==> config.mk <==
export PLATFORM = sky130hd
export DESIGN_NAME = line_sequencer
export DESIGN_NICKNAME = d
export VERILOG_FILES = /design/src/rtl/line_sequencer_pkg.sv /design/src/rtl/line_req_fifo.sv /design/src/rtl/line_sequencer.sv
export SDC_FILE = /design/constraint.sdc
export NUM_CORES = 1
export LEC_CHECK = 0
export ABC_AREA = 1
export BUFFER_PORTS_ARGS = -buffer_cell sky130_fd_sc_hd__buf_2
export CAP_MARGIN = 30
export CORE_MARGIN = 3
export CORE_UTILIZATION = 64
export CTS_BUF_LIST = sky130_fd_sc_hd__clkbuf_4
export DETAILED_ROUTE_END_ITERATION = 10
export PLACE_DENSITY = 0.89
export REMOVE_ABC_BUFFERS = 1
export SYNTH_ARGS = -nofsm -noshare
export SYNTH_HDL_FRONTEND = slang
export SYNTH_SLANG_ARGS = --single-unit
==> constraint.sdc <==
create_clock -name clk -period 5.15 [get_ports clk]
set_input_delay 1.03 -clock clk [delete_from_list [all_inputs] [get_ports clk]]
set_output_delay 1.03 -clock clk [all_outputs]
set_load 0.03 [all_outputs]
==> src/rtl/line_sequencer_pkg.sv <==
// Shared types for the line sequencer: FSM states, coordinate width and
// the packed line-request record carried through the request FIFO.
package line_sequencer_pkg;

  localparam int COORD_W = 11;

  typedef enum logic [1:0] {
    IDLE = 2'd0,
    LOAD = 2'd1,
    DRAW = 2'd2
  } state_t;

  typedef struct packed {
    logic [COORD_W-1:0] x0;
    logic [COORD_W-1:0] y0;
    logic [COORD_W-1:0] x1;
    logic [COORD_W-1:0] y1;
    logic               color;
  } line_req_t;

  localparam int LINE_REQ_W = $bits(line_req_t);

endpackage

==> src/rtl/line_req_fifo.sv <==
// Small synchronous FIFO holding pending line requests. Head entry is
// visible combinationally on pop_data; pointers wrap modulo DEPTH.
module line_req_fifo
  import line_sequencer_pkg::*;
#(
  parameter int  DEPTH = 4,
  parameter type T     = line_req_t
) (
  input  logic clk,
  input  logic reset,
  input  logic push,
  input  T     push_data,
  input  logic pop,
  output T     pop_data,
  output logic full,
  output logic empty
);

  localparam int              PTR_W      = $clog2(DEPTH);
  localparam logic [PTR_W:0]  FULL_COUNT = (PTR_W+1)'(DEPTH);
  localparam logic [PTR_W:0]  ZERO_COUNT = {(PTR_W+1){1'b0}};

  T                 mem_r [DEPTH];
  logic [PTR_W-1:0] wr_ptr_r;
  logic [PTR_W-1:0] rd_ptr_r;
  logic [PTR_W:0]   count_r;
  logic             do_push_s;
  logic             do_pop_s;

  // Overflow and underflow requests are ignored rather than corrupting state.
  assign do_push_s = push && !full;
  assign do_pop_s  = pop && !empty;

  // Storage array: written on accepted pushes only, contents need no reset.
  always_ff @(posedge clk) begin
    if (do_push_s) begin
      mem_r[wr_ptr_r] <= push_data;
    end
  end

  // Pointer and occupancy bookkeeping; simultaneous push+pop keeps the count.
  always_ff @(posedge clk) begin
    if (reset) begin
      wr_ptr_r <= {PTR_W{1'b0}};
      rd_ptr_r <= {PTR_W{1'b0}};
      count_r  <= ZERO_COUNT;
    end else begin
      if (do_push_s) begin
        wr_ptr_r <= wr_ptr_r + 1'b1;
      end
      if (do_pop_s) begin
        rd_ptr_r <= rd_ptr_r + 1'b1;
      end
      case ({do_push_s, do_pop_s})
        2'b10:   count_r <= count_r + 1'b1;
        2'b01:   count_r <= count_r - 1'b1;
        default: count_r <= count_r;
      endcase
    end
  end

  assign full     = (count_r == FULL_COUNT);
  assign empty    = (count_r == ZERO_COUNT);
  assign pop_data = mem_r[rd_ptr_r];

endmodule

==> src/rtl/line_sequencer.sv <==
// Queues line requests and feeds them one at a time to an external line
// drawer, forwarding the drawer's pixels as framebuffer write strobes.
module line_sequencer
  import line_sequencer_pkg::*;
#(
  parameter int DEPTH = 4
) (
  input  logic               clk,
  input  logic               reset,
  input  logic               req_valid,
  output logic               req_ready,
  input  logic [COORD_W-1:0] req_x0,
  input  logic [COORD_W-1:0] req_y0,
  input  logic [COORD_W-1:0] req_x1,
  input  logic [COORD_W-1:0] req_y1,
  input  logic               req_color,
  output logic               ld_reset,
  output logic [COORD_W-1:0] ld_x0,
  output logic [COORD_W-1:0] ld_y0,
  output logic [COORD_W-1:0] ld_x1,
  output logic [COORD_W-1:0] ld_y1,
  input  logic [COORD_W-1:0] ld_x,
  input  logic [COORD_W-1:0] ld_y,
  input  logic               ld_finished,
  output logic               pix_valid,
  output logic [COORD_W-1:0] pix_x,
  output logic [COORD_W-1:0] pix_y,
  output logic               pix_color,
  output logic               busy
);

  state_t    state_r;
  state_t    state_s;
  line_req_t cur_r;
  line_req_t push_data_s;
  line_req_t head_s;
  logic      push_s;
  logic      pop_s;
  logic      full_s;
  logic      empty_s;

  assign push_data_s = '{x0: req_x0, y0: req_y0, x1: req_x1, y1: req_y1, color: req_color};
  assign req_ready   = !full_s;
  assign push_s      = req_valid && !full_s;

  line_req_fifo #(
    .DEPTH (DEPTH),
    .T     (line_req_t)
  ) u_fifo (
    .clk       (clk),
    .reset     (reset),
    .push      (push_s),
    .push_data (push_data_s),
    .pop       (pop_s),
    .pop_data  (head_s),
    .full      (full_s),
    .empty     (empty_s)
  );

  // Next-state logic: pop a queued line when idle or when the drawer finishes.
  always_comb begin
    state_s = state_r;
    pop_s   = 1'b0;
    case (state_r)
      IDLE: begin
        if (!empty_s) begin
          pop_s   = 1'b1;
          state_s = LOAD;
        end else begin
          state_s = IDLE;
        end
      end
      LOAD: begin
        state_s = DRAW;
      end
      DRAW: begin
        if (ld_finished) begin
          if (!empty_s) begin
            pop_s   = 1'b1;
            state_s = LOAD;
          end else begin
            state_s = IDLE;
          end
        end else begin
          state_s = DRAW;
        end
      end
      default: begin
        state_s = IDLE;
      end
    endcase
  end

  // State register.
  always_ff @(posedge clk) begin
    if (reset) begin
      state_r <= IDLE;
    end else begin
      state_r <= state_s;
    end
  end

  // Current-line registers only change on a pop, so they hold through LOAD and DRAW.
  always_ff @(posedge clk) begin
    if (reset) begin
      cur_r <= {LINE_REQ_W{1'b0}};
    end else if (pop_s) begin
      cur_r <= head_s;
    end else begin
      cur_r <= cur_r;
    end
  end

  // Reset is folded into the strobes so nothing leaks out during the reset cycle.
  assign ld_reset  = reset || (state_r == LOAD);
  assign ld_x0     = cur_r.x0;
  assign ld_y0     = cur_r.y0;
  assign ld_x1     = cur_r.x1;
  assign ld_y1     = cur_r.y1;
  assign pix_valid = !reset && (state_r == DRAW) && !ld_finished;
  assign pix_x     = ld_x;
  assign pix_y     = ld_y;
  assign pix_color = cur_r.color;
  assign busy      = !reset && ((state_r != IDLE) || !empty_s);

endmodule

==> flow_metrics.py, run 1 <==
metrics = {
    "finish": {
        "fin_cells": 1446,
        "layout.nets": 1264,
        "diodes": 0,
        "multi_input_area_um2": 2290,
        "syn_to_final_growth_pct": 11.9,
        "fillers": 999,
        "drive_gt1_share_pct": 16.4,
        "regArea_um2": 6490,
    },
    "critical_path": {
        "crit_chain": "buf_2 -> inv_2 -> o21ai_0 -> inv_1 -> buf_2",
        "end_kind": "primary output",
        "crit_path_max_incr_delay_ns": 0.67,
        "arrival_ns": 2.33,
        "crit_type": "primary input to primary output",
        "worstPathRequired_ns": 4.12,
        "critPathLaunchType": "primary input",
        "cpMostUsedCell": "buf_2",
        "r2r_cells": 5,
        "critPathSlowestCell": "inv_2",
        "path_max_fanout": 51,
        "r2r_start": "u_fifo.count_r[1]$_SDFFE_PP0P_",
        "startpoint": "reset",
        "crit_path_end": "busy",
        "ff2ff_setup_slack_ns": 2.68,
        "r2r-end": "u_fifo.mem_r[3][19]$_DFFE_PP_",
    },
    "hold_path": {
        "hold_path_depth": 1,
        "holdCritPathClass": "flip-flop to flip-flop",
    },
    "clock_network": {
        "hold_buffers": 0,
        "post_cts_buffers": 0,
        "numClockSinks": 234,
        "cts_made_buffers": 56,
        "clockRootBuffer": "clkbuf_4",
        "cts_tree": "built",
        "clock_latency_ns": 0.65,
        "clockBufferDepth": 3,
        "path_clk_slew_ns": 0.06,
        "htreeDepth": 2,
        "cts_resized": 0,
    },
    "pwr": {
        "sw_frac_of_total_pct": 38.2,
        "power_density_nw_per_um2": 527,
        "internal_power_mw": 3.67,
        "clockPowerShare_pct": 25.2,
        "netSwitchingPower_mw": 2.26,
        "leakagePower_nw": 5.51,
        "ir_drop_v": 0.000336,
        "combinationalPowerShare_pct": 33.6,
        "seqPwrFrac_pct": 41.1,
    },
    "die": {
        "fp.dieW_um": 131,
        "start_util_pct": 65.9,
        "die_h_um": 131,
        "coreArea_um2": 15300,
        "rows": 45,
        "die_area_um2": 17200,
        "pin_count": 142,
    },
    "detailed_routing": {
        "wl_per_cell_um": 14.4,
        "first_pass_iters": 5,
        "drtAntennaViolNets": 0,
        "drt_iter0_markers": 591,
        "vias": 7129,
        "drcViolationCount": 0,
        "drt-total-wl_um": 20900,
        "viasPerCell": 4.93,
    },
    "grt": {
        "grtUsageMet3_pct": 6.62,
        "grtUsageTotal_pct": 23.9,
        "busiest_layer": "met2",
        "use_met2_pct": 41.4,
        "grt_pass1_wl_um": 33400,
        "grt_pass1_vias": 7131,
        "grt_antenna_before_repair": 0,
        "grtUsageMet1_pct": 28.8,
        "grt_overflow": 0,
        "grt_max_degree": 94,
    },
    "sta": {
        "period_minus_slack_ns": 3.36,
        "grt_setup_unrepaired": "no",
        "worstMarginPinSlew_ns": 1.00,
        "max_freq_mhz": 298,
        "max-slew-margin-rel_pct": 33.2,
        "slew_viol_final": 0,
        "tns_ns": 0,
        "finalHoldViolations": 0,
        "fin_crit_sh_pct": 65.2,
        "setup_viol": 0,
        "fin_skew_ns": 0.0513,
        "worst_hold_slack_ns": 0.478,
    },
    "place": {
        "io_buffers": 97,
        "gp_congestion": 0.785,
        "dp_hpwl_um": 12300,
        "dpl.cell_count": 1340,
    },
    "outcome": {
        "status": "complete, no violations",
    },
    "synthesis": {
        "postSynthAreaPerCell_um2": 9.23,
        "synth-seq-cells": 234,
        "synth_cells": 1089,
        "yosysUniqueCellTypes": 19,
        "netlist_area_um2": 10100,
        "synth-seq-area-share_pct": 64.5,
        "synth.yosys.warnings": 0,
    },
    "job": {
        "maxCapViolations": 0,
    },
}
## layer usage
layer / vias up / share of wire [%]
met5: - / 0
met4: 0 / 1.8
met3: 38 / 8.0
met2: 291 / 51
met1: 3282 / 39
li1: 3518 / -
## sequential cells by signal, summed over array words and instances (netlist names)
register,count
u_fifo.rd_ptr_r,2
u_fifo.mem_r,180
state_r,2
pix_color,1
ld_y0,11
ld_x1,11
u_fifo.wr_ptr_r,2
ld_y1,11
ld_x0,11
u_fifo.count_r,3
## synthesized netlist by cell type (all sizes together)
cell / instances / share of area (%)
nand2: 331 / 12
inv: 244 / 9.1
edfxtp: 180 / 54
nor2: 100 / 3.7
nand3: 98 / 4.9
dfxtp: 54 / 11
buf: 50 / 3.4
clkbuf: 15 / 0.56
a21oi: 7 / 0.39
ha: 5 / 0.62
o21ai: 3 / 0.15
clkinv: 1 / 0.037
fa: 1 / 0.20
## through the flow
step                      power (mW)  setup slack (ns)  util, %  cell area (um^2)
after floorplan                 3.92              1.43        -              9660
after global placement          4.38              1.81     68.8             10500
after detailed placement        4.46              1.79     68.9             10500
after CTS                       5.96              1.78     73.7             11300
after global routing            6.33              1.66     73.7             11300
final                           5.93              1.79     73.7             11300
## power groups by stage
stage,logic (mW),registers (mW),clock network [mW]
after floorplan,1.13,2.79,0
after global placement,1.91,2.46,0
after detailed placement,1.98,2.48,0
after CTS,2.00,2.44,1.52
after global routing,2.23,2.46,1.63
final,1.99,2.44,1.50
## layout by cell type, fill, tap and decap left out
master,synthesis,routed
dfxtp_1,54,52
dfxtp_4,0,1
dfxtp_2,0,1
buf_12,0,1
o21ai_0,3,3
clkbuf_4,0,81
nor2_4,0,4
clkinv_1,1,22
buf_2,15,97
a21oi_2,1,1
edfxtp_1,180,180
fa_1,1,1
bufinv_16,0,1
buf_4,28,7
a21oi_1,6,6
nand2_1,331,330
nor2_1,100,96
nand3_1,97,97
ha_1,5,5
nand2_4,0,1
inv_2,3,4
clkinv_2,0,2
inv_1,241,241
nand3_2,1,1
## worst max-delay path: cells and delay by family
kind	cells	cell delay, ns
compound gates	1	0.20
buf+inv	4	1.08
## layout make-up
class,count,area share (%)
Clock buffer,81,5.40
Clock inverter,25,1.09
Multi-Input combinational cell,545,20.3
Tap cell,211,2.35
Inverter,245,8.17
Sequential cell,234,57.7
Timing Repair Buffer,105,4.96
## how the worst min path moves through the flow
stage                                              start                              to  slack, ns
final                     u_fifo.count_r[0]$_SDFFE_PP0P_  u_fifo.count_r[0]$_SDFFE_PP0P_       0.48
after detailed placement  u_fifo.count_r[0]$_SDFFE_PP0P_  u_fifo.count_r[0]$_SDFFE_PP0P_       0.47
after CTS                 u_fifo.count_r[0]$_SDFFE_PP0P_  u_fifo.count_r[0]$_SDFFE_PP0P_       0.48
after floorplan           u_fifo.count_r[0]$_SDFFE_PP0P_  u_fifo.count_r[0]$_SDFFE_PP0P_       0.44
after global placement    u_fifo.count_r[0]$_SDFFE_PP0P_  u_fifo.count_r[0]$_SDFFE_PP0P_       0.45
after global routing      u_fifo.count_r[0]$_SDFFE_PP0P_  u_fifo.count_r[0]$_SDFFE_PP0P_       0.50
## kinds of logic after synthesis
group,synth area share [%]
AO/OA/AOI/OAI,0.535
adder cells (fa/ha/maj),0.821
buffers and inverters,13.1
flip-flops,64.5
AND/OR/NAND/NOR,21.0
Note: power is estimated with default switching activity, not from simulation.
==> inputs of run 2 (changes only) <==
ABC_AREA = 0   (was 1)
CORE_UTILIZATION = 58   (was 64)
PLACE_DENSITY = 0.83   (was 0.89)
clock period = 3.1 ns   (was 5.15 ns; I/O delays follow)
==> flow_metrics.py, run 2 <==
metrics = {
    "outcome": {
        "status": "complete, no violations",
    },
    "die": {
        "rows": 44,
        "coreArea_um2": 14800,
        "die_h_um": 130,
        "fp.dieW_um": 130,
        "die_area_um2": 16800,
        "start_util_pct": 60.2,
        "pin_count": 142,
    },
    "pwr": {
        "combinationalPowerShare_pct": 27.1,
        "netSwitchingPower_mw": 3.03,
        "sw_frac_of_total_pct": 32.8,
        "power_density_nw_per_um2": 910,
        "clockPowerShare_pct": 27.2,
        "ir_drop_v": 0.000626,
        "leakagePower_nw": 3.59,
        "internal_power_mw": 6.21,
        "seqPwrFrac_pct": 45.7,
        "finalPower_mw": 9.25,
    },
    "detailed_routing": {
        "first_pass_iters": 4,
        "viasPerCell": 5.67,
        "drtAntennaViolNets": 0,
        "drt-total-wl_um": 17000,
        "drt_iter0_markers": 314,
        "wl_per_cell_um": 20.7,
        "vias": 4640,
        "drcViolationCount": 0,
    },
    "critical_path": {
        "critPathSlowestCell": "or3b_1",
        "r2r_cells": 8,
        "crit_type": "flip-flop to primary output",
        "arrival_ns": 1.78,
        "end_kind": "primary output",
        "path_max_fanout": 10,
        "critPathLaunchType": "flip-flop",
        "worstPathRequired_ns": 2.48,
        "crit_chain": "or3b_1 -> buf_2",
        "crit_path_max_incr_delay_ns": 0.51,
    },
    "sta": {
        "period_minus_slack_ns": 2.40,
        "fin_skew_ns": 0.0431,
        "max-slew-margin-rel_pct": 48.0,
        "setup_viol": 0,
        "worstMarginPinSlew_ns": 0.779,
        "grt_setup_unrepaired": "no",
        "max_freq_mhz": 417,
        "fin_crit_sh_pct": 77.4,
        "finalHoldViolations": 0,
        "slew_viol_final": 0,
    },
    "place": {
        "dp_hpwl_um": 9910,
        "io_buffers": 97,
        "placed_cell_area_um2": 9390,
        "gp_congestion": 0.699,
        "dpl.cell_count": 712,
    },
    "finish": {
        "postLayoutCellArea_um2": 10200,
        "largest_reg_flops": 180,
        "syn_to_final_growth_pct": 14.5,
        "fin_cells": 818,
        "diodes": 0,
        "drive_gt1_share_pct": 40.7,
        "final_cell_mix": "180 x edfxtp_1, 97 x buf_2, 87 x clkbuf_4",
        "fillers": 981,
        "layout.nets": 664,
        "final_core_util_pct": 68.9,
        "final_common_cell": "edfxtp_1",
        "largest-register": "u_fifo.mem_r",
    },
    "synthesis": {
        "synth_top_flop_cell": "edfxtp_1",
        "synth_compound_area_share_pct": 5.29,
        "async_flop_share_pct": 0,
        "yosys.cell_count.top_type": "edfxtp_1",
        "synth-seq-area-share_pct": 73.1,
        "yosys-top-cells-count": "180 x edfxtp_1, 54 x dfxtp_1, 48 x nand2b_1, 45 x mux4_2, 43 x o2bb2ai_1",
        "synth_cells": 468,
        "synth_mux_area_share_pct": 11.5,
        "yosysUniqueCellTypes": 33,
        "synth_top_area_cell": "edfxtp_1",
        "post_synth_fa_ha_maj_area_fraction_pct": 0.930,
        "synth_top_area_share_pct": 60.9,
        "yosys.area_share.simple_pct": 5.19,
        "synth-seq-cells": 234,
        "synth_top_family_by_area": "multiplexers",
        "synthXorXnorAreaFrac_pct": 0.197,
        "postSynthAreaPerCell_um2": 19.0,
        "synth.yosys.warnings": 0,
        "synth_edf_count": 180,
        "synth.area.top_cells": "edfxtp_1 61%, dfxtp_1 12%, mux4_2 11%",
        "netlist_area_um2": 8880,
    },
    "grt": {
        "grt_pass1_vias": 5069,
        "grt_antenna_before_repair": 1,
        "grtUsageTotal_pct": 21.0,
        "grt_max_degree": 49,
        "grt_overflow": 0,
        "grt_pass1_wl_um": 26400,
    },
    "clock_network": {
        "clockRootBuffer": "clkbuf_4",
        "numClockSinks": 234,
        "clock_latency_ns": 0.67,
        "path_clk_slew_ns": 0.07,
        "clockBufferDepth": 3,
        "cts_made_buffers": 56,
        "cts_resized": 0,
        "htreeDepth": 2,
        "cts_tree": "built",
        "hold_buffers": 0,
        "post_cts_buffers": 0,
    },
    "hold_path": {
        "hold_path_depth": 1,
        "holdCritPathClass": "primary input to flip-flop",
    },
    "job": {
        "maxCapViolations": 0,
    },
}
==> run 2: cell types whose count changed after synthesis, moves of 9 or more <==
cell	delta
buf_2	-9
nand3_1	-95
nand2b_1	+48
nor2_1	-94
o2bb2ai_1	+43
inv_1	-236
mux4_2	+45
nand2_1	-330
==> run 2: cell families after synthesis <==
logic type               Yosys count
AO/OA/AOI/OAI                     56
XOR/XNOR                           2
adder cells (fa/ha/maj)            6
buffers and inverters             54
flip-flops                       234
multiplexers                      46
AND/OR/NAND/NOR                   70
==> run 2: per-stage QoR <==
stage          setup TNS (ns)  hold WS [ns]  worst slack (ns)
2_1_floorplan         -0.0523         0.492           -0.0523
3_3_place_gp                0         0.459             0.714
3_5_place_dp                0         0.466             0.641
4_1_cts                     0         0.101             0.653
5_1_grt                     0        0.0985             0.579
6_report                    0         0.164             0.699
==> run 2: final timing paths <==
check                                      start                              to  slack (ns)
setup reg to reg  u_fifo.count_r[2]$_SDFFE_PP0P_  u_fifo.count_r[2]$_SDFFE_PP0P_        0.73
setup / recovery  u_fifo.count_r[2]$_SDFFE_PP0P_                       req_ready        0.70
hold reg to reg            ld_x0[2]$_SDFFE_PP0N_           ld_x0[2]$_SDFFE_PP0N_        0.47
hold / removal                         req_y1[1]    u_fifo.mem_r[1][2]$_DFFE_PP_        0.16
==> run 2: layer usage <==
metal  up-vias  track usage, %  wire length [um]
li1       2112               -                 -
met1      2310            25.2              6620
met2       183            35.3              8640
met3        33            8.35              1460
met4         2            6.66               230
met5         -               0                13
==> run 2: critical path: cells and delay by family, from the launching register on <==
family	cells	cell delay, ns
simple gates	1	0.51
flops	1	0.40
buf+inv	1	0.24
==> run 2: power by group through the flow <==
stage / Combinational (mW) / Sequential, mW / Clock, mW
after CTS: 2.44 / 4.31 / 2.60
final: 2.50 / 4.23 / 2.51
after global routing: 2.69 / 4.29 / 2.76
after global placement: 2.37 / 4.34 / 0
after floorplan: 1.15 / 4.85 / 0
after detailed placement: 2.44 / 4.37 / 0
==> run 2: cell type report <==
class / count / area, um^2 / area share, %
Sequential cell: 234 / 6490 / 63.9
Multi-Input combinational cell: 180 / 2060 / 20.3
Clock buffer: 87 / 653 / 6.43
Timing Repair Buffer: 110 / 616 / 6.06
Tap cell: 184 / 230 / 2.27
Clock inverter: 18 / 95.1 / 0.936
Inverter: 5 / 18.8 / 0.185
==> inputs of run 3 (changes only) <==
ABC_AREA = 1   (was 0)
CORE_UTILIZATION = 59   (was 58)
clock period = 2.4 ns   (was 3.1 ns; I/O delays follow)
==> flow_metrics.py, run 3 (synthesized netlist as in run 1, its figures left out) <==
metrics = {
    "sta": {
        "setup_viol": 0,
        "finalHoldViolations": 0,
        "tns_ns": 0,
        "worst_hold_slack_ns": 0.0530,
        "final.setup.worst_slack_ns": 0.261,
        "fin_crit_sh_pct": 89.1,
        "grt_setup_unrepaired": "no",
        "worstMarginPinSlew_ns": 0.630,
        "max-slew-margin-rel_pct": 58.0,
        "slew_viol_final": 0,
        "max_freq_mhz": 468,
        "fin_skew_ns": 0.0341,
        "period_minus_slack_ns": 2.14,
    },
    "die": {
        "die_h_um": 137,
        "pin_count": 142,
        "fp.dieW_um": 137,
        "coreArea_um2": 16600,
        "rows": 47,
        "die_area_um2": 18600,
        "start_util_pct": 60.4,
    },
    "grt": {
        "grtUsageTotal_pct": 21.2,
        "grt_pass1_vias": 6705,
        "grt_antenna_before_repair": 3,
        "grt_pass1_wl_um": 30700,
        "grt_max_degree": 93,
        "grt_overflow": 0,
    },
    "pwr": {
        "ir_drop_v": 0.00135,
        "leakagePower_nw": 5.62,
        "power_density_nw_per_um2": 1100,
        "finalPower_mw": 12.6,
    },
    "clock_network": {
        "path_clk_slew_ns": 0.07,
        "clock_latency_ns": 0.64,
        "htreeDepth": 2,
        "cts_made_buffers": 56,
        "cts_tree": "built",
        "clockBufferDepth": 3,
        "clockRootBuffer": "clkbuf_4",
        "numClockSinks": 234,
    },
    "finish": {
        "drive_gt1_share_pct": 16.4,
        "fillers": 1206,
        "syn_to_final_growth_pct": 14.6,
        "largest_reg_flops": 180,
        "final_common_cell": "nand2_1",
        "final_cell_mix": "330 x nand2_1, 241 x inv_1, 180 x edfxtp_1",
        "fin_cells": 1478,
        "layout.nets": 1287,
        "largest-register": "u_fifo.mem_r",
    },
    "detailed_routing": {
        "drt-total-wl_um": 19800,
        "first_pass_iters": 5,
        "drcViolationCount": 0,
        "vias": 7033,
        "drt_iter0_markers": 407,
        "wl_per_cell_um": 13.4,
        "drtAntennaViolNets": 0,
        "viasPerCell": 4.76,
    },
    "outcome": {
        "status": "complete, no violations",
    },
    "critical_path": {
        "end_kind": "primary output",
        "crit_type": "flip-flop to primary output",
        "arrival_ns": 1.66,
        "path_max_fanout": 4,
        "worstPathRequired_ns": 1.92,
        "critPathLaunchType": "flip-flop",
    },
    "place": {
        "dp_slack_ns": 0.319,
        "dp_hpwl_um": 11000,
        "dpl.cell_count": 1354,
        "gp_congestion": 0.744,
        "io_buffers": 97,
    },
    "hold_path": {
        "holdCritPathClass": "primary input to flip-flop",
    },
    "job": {
        "maxCapViolations": 0,
    },
}
==> run 3: changes by cell type in the layout (fill, tap and decap cells not counted), moves of 43 or more <==
cell       previous run  this run
nand2_1               1       330
inv_1                 5       241
nand3_1               2        97
nor2_1                6        96
nand2b_1             48         0
mux4_2               45         0
o2bb2ai_1            43         0
==> run 3: worst paths after layout <==
| check | start | end | slack (ns) | cells after the start |
|---|---|---|---|---|
| min reg2reg | u_fifo.count_r[0]$_SDFFE_PP0P_ | u_fifo.count_r[0]$_SDFFE_PP0P_ | 0.48 | 1 |
| min | req_x0[6] | u_fifo.mem_r[1][40]$_DFFE_PP_ | 0.05 | 1 |
| max reg2reg | u_fifo.count_r[1]$_SDFFE_PP0P_ | u_fifo.count_r[2]$_SDFFE_PP0P_ | 0.56 | 12 |
| max | u_fifo.count_r[1]$_SDFFE_PP0P_ | busy | 0.26 | 5 |
==> run 3: repair_timing <==
item | in CTS | in global routing
setup buffers | 0 | 0
hold buffers | 18 | 0
hold endpoints to repair | 58 | 0
gates resized for setup | 0 | 0
==> run 3: worst max-delay path: stages, from the launching register on <==
cell	delay (ns)
dfxtp_1	0.32
inv_1	0.13
nand3_2	0.16
o21ai_0	0.18
inv_1	0.05
buf_2	0.17
==> run 3: power by group <==
part	switching (mW)	internal, mW	leakage (nW)
Clock	1.49	1.55	0.420
Sequential	0.265	5.00	2.10
Combinational	3.02	1.31	3.10
==> run 3: metrics by stage <==
| stage | instance area [um^2] | util (%) |
|---|---|---|
| global route | 11500 | 69.2 |
| floorplan | 9660 | - |
| global placement | 10600 | 63.9 |
| CTS | 11500 | 69.2 |
| detailed placement | 10600 | 63.9 |
| finish | 11500 | 69.2 |
==> run 3: cell type report <==
class	count	area (um^2)	area share (%)
inverter	245	921	7.99
multi-input combinational	545	2290	19.9
sequential	234	6490	56.3
clock inverter	32	158	1.37
tap	220	275	2.39
clock buffer	73	548	4.76
antenna	1	2.50	0.0217
timing repair buffer	128	838	7.28
==> run 3: layer usage <==
layer	vias up	global-route usage [%]	routed length (um)
li1	3565	-	-
met1	3214	25.5	8150
met2	198	36.3	9870
met3	52	5.66	1240
met4	4	8.45	523
met5	-	0	14
